==> src/rtl/axi4_b_rr_arbiter.sv <==
// Round-robin arbiter sharing one upstream AXI4 B channel among N_PORTS B sources.
// The winning beat is captured in a registered output slice, tagged with its source index.
module axi4_b_rr_arbiter #(
    parameter int  N_PORTS        = 4,
    parameter int  AXI_ID_WIDTH   = 4,
    parameter int  AXI_USER_WIDTH = 4,
    localparam int IDX_W          = (N_PORTS > 1) ? $clog2(N_PORTS) : 1
) (
    input  logic                                axi4_aclk,
    input  logic                                axi4_arst,
    input  logic [N_PORTS-1:0]                  port_en,
    input  logic [N_PORTS*AXI_ID_WIDTH-1:0]     m_axi4_bid,
    input  logic [N_PORTS*2-1:0]                m_axi4_bresp,
    input  logic [N_PORTS*AXI_USER_WIDTH-1:0]   m_axi4_buser,
    input  logic [N_PORTS-1:0]                  m_axi4_bvalid,
    output logic [N_PORTS-1:0]                  m_axi4_bready,
    output logic [AXI_ID_WIDTH-1:0]             s_axi4_bid,
    output logic [1:0]                          s_axi4_bresp,
    output logic [AXI_USER_WIDTH-1:0]           s_axi4_buser,
    output logic                                s_axi4_bvalid,
    input  logic                                s_axi4_bready,
    output logic [IDX_W-1:0]                    s_axi4_bsel
);

    logic [N_PORTS-1:0]        req_s;
    logic                      load_s;
    logic                      grant_s;
    logic                      found_s;
    logic [IDX_W-1:0]          winner_s;
    logic [IDX_W-1:0]          rr_next_s;
    logic [IDX_W-1:0]          rr_ptr_r;
    logic [AXI_ID_WIDTH-1:0]   sel_bid_s;
    logic [1:0]                sel_bresp_s;
    logic [AXI_USER_WIDTH-1:0] sel_buser_s;
    logic [AXI_ID_WIDTH-1:0]   bid_r;
    logic [1:0]                bresp_r;
    logic [AXI_USER_WIDTH-1:0] buser_r;
    logic                      bvalid_r;
    logic [IDX_W-1:0]          bsel_r;

    assign req_s   = m_axi4_bvalid & port_en;
    assign load_s  = ~bvalid_r | s_axi4_bready;
    // Reset forces every ready low even though the cleared slice would otherwise accept.
    assign grant_s = load_s & found_s & ~axi4_arst;

    // Winner search: ports at or above rr_ptr first, then wrap to the low ports.
    always_comb begin
        found_s  = 1'b0;
        winner_s = '0;
        for (int p = 0; p < N_PORTS; p++) begin
            if (!found_s && req_s[p] && (p >= int'(rr_ptr_r))) begin
                found_s  = 1'b1;
                winner_s = IDX_W'(p);
            end else begin
                found_s  = found_s;
            end
        end
        for (int p = 0; p < N_PORTS; p++) begin
            if (!found_s && req_s[p]) begin
                found_s  = 1'b1;
                winner_s = IDX_W'(p);
            end else begin
                found_s  = found_s;
            end
        end
    end

    // Pointer successor, wrapping modulo N_PORTS.
    always_comb begin
        if (winner_s == IDX_W'(N_PORTS - 1)) begin
            rr_next_s = '0;
        end else begin
            rr_next_s = winner_s + IDX_W'(1);
        end
    end

    // One-hot ready and the winner's payload mux.
    always_comb begin
        m_axi4_bready = '0;
        sel_bid_s     = '0;
        sel_bresp_s   = 2'b00;
        sel_buser_s   = '0;
        for (int p = 0; p < N_PORTS; p++) begin
            if (winner_s == IDX_W'(p)) begin
                m_axi4_bready[p] = grant_s;
                sel_bid_s        = m_axi4_bid[p*AXI_ID_WIDTH +: AXI_ID_WIDTH];
                sel_bresp_s      = m_axi4_bresp[p*2 +: 2];
                sel_buser_s      = m_axi4_buser[p*AXI_USER_WIDTH +: AXI_USER_WIDTH];
            end else begin
                m_axi4_bready[p] = 1'b0;
            end
        end
    end

    // Output slice and round-robin pointer; everything holds while upstream stalls.
    always_ff @(posedge axi4_aclk or posedge axi4_arst) begin
        if (axi4_arst) begin
            bvalid_r <= 1'b0;
            bid_r    <= '0;
            bresp_r  <= 2'b00;
            buser_r  <= '0;
            bsel_r   <= '0;
            rr_ptr_r <= '0;
        end else if (load_s) begin
            if (grant_s) begin
                bvalid_r <= 1'b1;
                bid_r    <= sel_bid_s;
                bresp_r  <= sel_bresp_s;
                buser_r  <= sel_buser_s;
                bsel_r   <= winner_s;
                rr_ptr_r <= rr_next_s;
            end else begin
                bvalid_r <= 1'b0;
            end
        end
    end

    assign s_axi4_bvalid = bvalid_r;
    assign s_axi4_bid    = bid_r;
    assign s_axi4_bresp  = bresp_r;
    assign s_axi4_buser  = buser_r;
    assign s_axi4_bsel   = bsel_r;

endmodule

==> config.mk <==
export PLATFORM = sky130hd
export DESIGN_NAME = axi4_b_rr_arbiter
export DESIGN_NICKNAME = d
export VERILOG_FILES = /design/src/rtl/axi4_b_rr_arbiter.sv
export SDC_FILE = /design/constraint.sdc
export NUM_CORES = 1
export LEC_CHECK = 0
export ABC_AREA = 1
export CAP_MARGIN = 20
export CORE_MARGIN = 2
export CORE_UTILIZATION = 37
export DETAILED_ROUTE_END_ITERATION = 12
export PLACE_DENSITY = 0.86
export SKIP_CTS_REPAIR_TIMING = 1
export SLEW_MARGIN = 20
export SYNTH_ARGS = -nofsm -noshare
export SYNTH_HDL_FRONTEND = slang
export SYNTH_SLANG_ARGS = --single-unit
==> constraint.sdc <==
create_clock -name axi4_aclk -period 2.67 [get_ports axi4_aclk]
set_clock_uncertainty 0.15 [all_clocks]
set_input_delay 0.267 -clock axi4_aclk [delete_from_list [all_inputs] [get_ports axi4_aclk]]
set_output_delay 0.267 -clock axi4_aclk [all_outputs]
set_load 0.02 [all_outputs]
==> out/summary.txt <==
status -> complete, no violations
setup violators final -> 0
crit-path max cell delay -> 390 ps
Syn Std Cell Area -> 1120 sq um
final hold slack -> 192 ps
number of core rows -> 19
Initial DRT Pass Iterations -> 4
pre-CTS WS -> -64.2 ps
die height -> 59.0 microns
max-cap violations -> 0
Synth area leaders -> dfrtp_1 (34%), nand2_1 (26%), o21ai_0 (9.8%), a21oi_1 (4.5%), ha_1 (4.5%)
CTS tree -> built
dpl hpwl -> 2540 microns
setup ws final -> 268 ps
min cycle time layout -> 2400 ps
FF+latch count, synth -> 15
largest net degree at the start of global routing -> 21
nets@finish -> 303
max-slew violations -> 0
VDD IR max -> 0.267 mV
Mean Syn Cell Area -> 6.55 sq um
Post-DRT Antenna Nets -> 0
vias in the first global route -> 1221
Die Area -> 3480 sq um
syn_nets -> 226
Filler cells -> 253
FF+latch area -> 375 sq um
cells after synthesis -> 171
core area -> 2810 sq um
RSZ-0062 raised after global routing -> no
CTS Root Cell -> clkbuf_4
Hold WC Path Type -> primary input to async pin
Iteration-0 DRC Markers -> 59
clk sinks -> 15
final core occ -> 68.0%
routability cong. -> 0.820
Worst-path clk slew -> 90 ps
Final Hold Viols -> 0
Clk Latency, worst-skew pair -> 290 ps
crit start category -> primary input
Yosys top cell area share -> 33.5%
element type at the critical path end -> register
DRC violations left -> 0
Total Routed Length -> 3090 microns
initial core utilization -> 39.9%
Leak Pwr -> 0.000986 uW
area growth from synthesis to layout -> 70.3%
commonest cells after routing, fill and taps aside -> nand2_1 (76), clkdlybuf4s50_1 (63), o21ai_0 (21), dfrtp_1 (15), buf_4 (13)
Distinct cells, synth -> 21
Inserted Clock Buffers -> 3
Port Buffers -> 67
CP Class -> primary input to register
Worst EP required -> 2740 ps
crit path max fanout -> 10
most frequent CP cell -> nand2_1
H-tree depth -> 1
setup TNS -> 0 ps
Die W -> 59.0 microns
commonest non-fill, non-tap cell in the layout -> nand2_1
initial antenna violation count -> 0
post-synthesis sequential area ratio -> 33.5%
Ant. Diodes -> 0
Vias -> 1284
clk buf depth -> 2
grt total ovfl -> 0
fmax -> 0.416 GHz
share of cells above drive strength 1 -> 11.3%
gr usage total -> 19.2%
Crit path max-delay family -> simple AND/OR/NAND/NOR gates
Ports -> 68
wire per inst -> 11.1 microns
Critical-path top delay cell -> clkdlybuf4s50_1
YS warnings -> 0
Tcrit/Tclk final -> 90.0%
Buffers & Inverters on Critical Path -> 5
WP data arrival -> 2480 ps
routed vias/inst -> 4.62
area of the multi-input gates -> 636 sq um
CP cell instances -> clkdlybuf4s50_1, nand2_1, inv_1, nand2_1, nand2_2, nor2_4, nand4_1, nand2_2, inv_1, ha_1, buf_4, nor2_2, buf_4, nand2_1, nand2_1, o21ai_0, o21ai_0, nand2_1, nand2_1
Cell Pwr Density -> 694 nW/um^2
Yosys top cell by area -> dfrtp_1
first-pass GRT wire length -> 5150 microns
worst-margin pin slew -> 537 ps
Slew HR -> 64.2%
stage by stage:
step	area (sq um)	cells	power, uW
floorplan	1120	171	825
global placement	1870	274	1180
detailed placement	1870	274	1200
CTS	1890	278	1330
global route	1910	278	1440
finish	1910	278	1320
Yosys cell counts:
library cell     instances
nand2_1                 77
o21ai_0                 22
dfrtp_1                 15
inv_1                   12
a21oi_1                 10
nor2_1                   7
ha_1                     4
nand2_2                  4
nand3_1                  4
buf_6                    3
clkbuf_1                 3
buf_2                    1
clkdlybuf4s25_2          1
inv_4                    1
nand2_4                  1
nand3_2                  1
nand4_1                  1
nand4_2                  1
nor2_2                   1
nor2_4                   1
o21ai_1                  1
sequential cells by signal (all words and copies together), names as in the netlist:
register	count
rr_ptr_r	2
s_axi4_bid	4
s_axi4_bresp	2
s_axi4_bsel	2
s_axi4_buser	4
s_axi4_bvalid	1
report_power, final:
part	switching [uW]	internal, uW	leakage [uW]
Combinational	425	392	0.000780
Sequential	56.4	321	0.000189
Clock	72.3	55.7	0.0000177
Total	554	768	0.000986
path summary, 6_finish.rpt:
| path | endpoint | cells after the start | slack, ps | from |
|---|---|---|---|---|
| worst max register to register | s_axi4_bid[2]$_DFFE_PP0P_ | 17 | 310 | rr_ptr_r[1]$_DFFE_PP0P_ |
| max in group asynchronous | s_axi4_buser[0]$_DFFE_PP0P_ | 2 | 1810 | axi4_arst |
| min in group axi4_aclk | s_axi4_bsel[1]$_DFFE_PP0P_ | 2 | 340 | s_axi4_bsel[1]$_DFFE_PP0P_ |
| worst min-delay path | s_axi4_bvalid$_DFFE_PP0P_ | 2 | 190 | axi4_arst |
| worst min register to register | s_axi4_bsel[1]$_DFFE_PP0P_ | 2 | 340 | s_axi4_bsel[1]$_DFFE_PP0P_ |
| worst max-delay path | s_axi4_bid[2]$_DFFE_PP0P_ | 19 | 270 | m_axi4_bvalid[2] |
layer usage:
layer / global-route usage (%) / vias up / share of wire [%]
met5: 0 / - / 0
met3: 1.53 / 2 / 3.9
li1: - / 690 / -
met1: 24.9 / 551 / 45
met2: 32.9 / 41 / 50
met4: 7.79 / 0 / 0.74
area by class of cell:
cell class,instances,share of cell area [%]
clock inverter,1,0.262
sequential,15,19.7
inverter,13,2.69
timing repair buffer,80,40.8
tap,31,2.03
multi-input combinational,135,33.3
clock buffer,3,1.18
kinds of logic (layout without fill, tap and decap cells):
| logic type | count (synthesis) | count (layout) | synth area share [%] |
|---|---|---|---|
| flops | 15 | 15 | 33.5 |
| compound gates | 33 | 33 | 14.7 |
| fa+ha+maj | 4 | 4 | 4.47 |
| simple gates | 98 | 98 | 37.3 |
| buf+inv | 21 | 97 | 9.94 |
(Power assumes the default switching activity.)
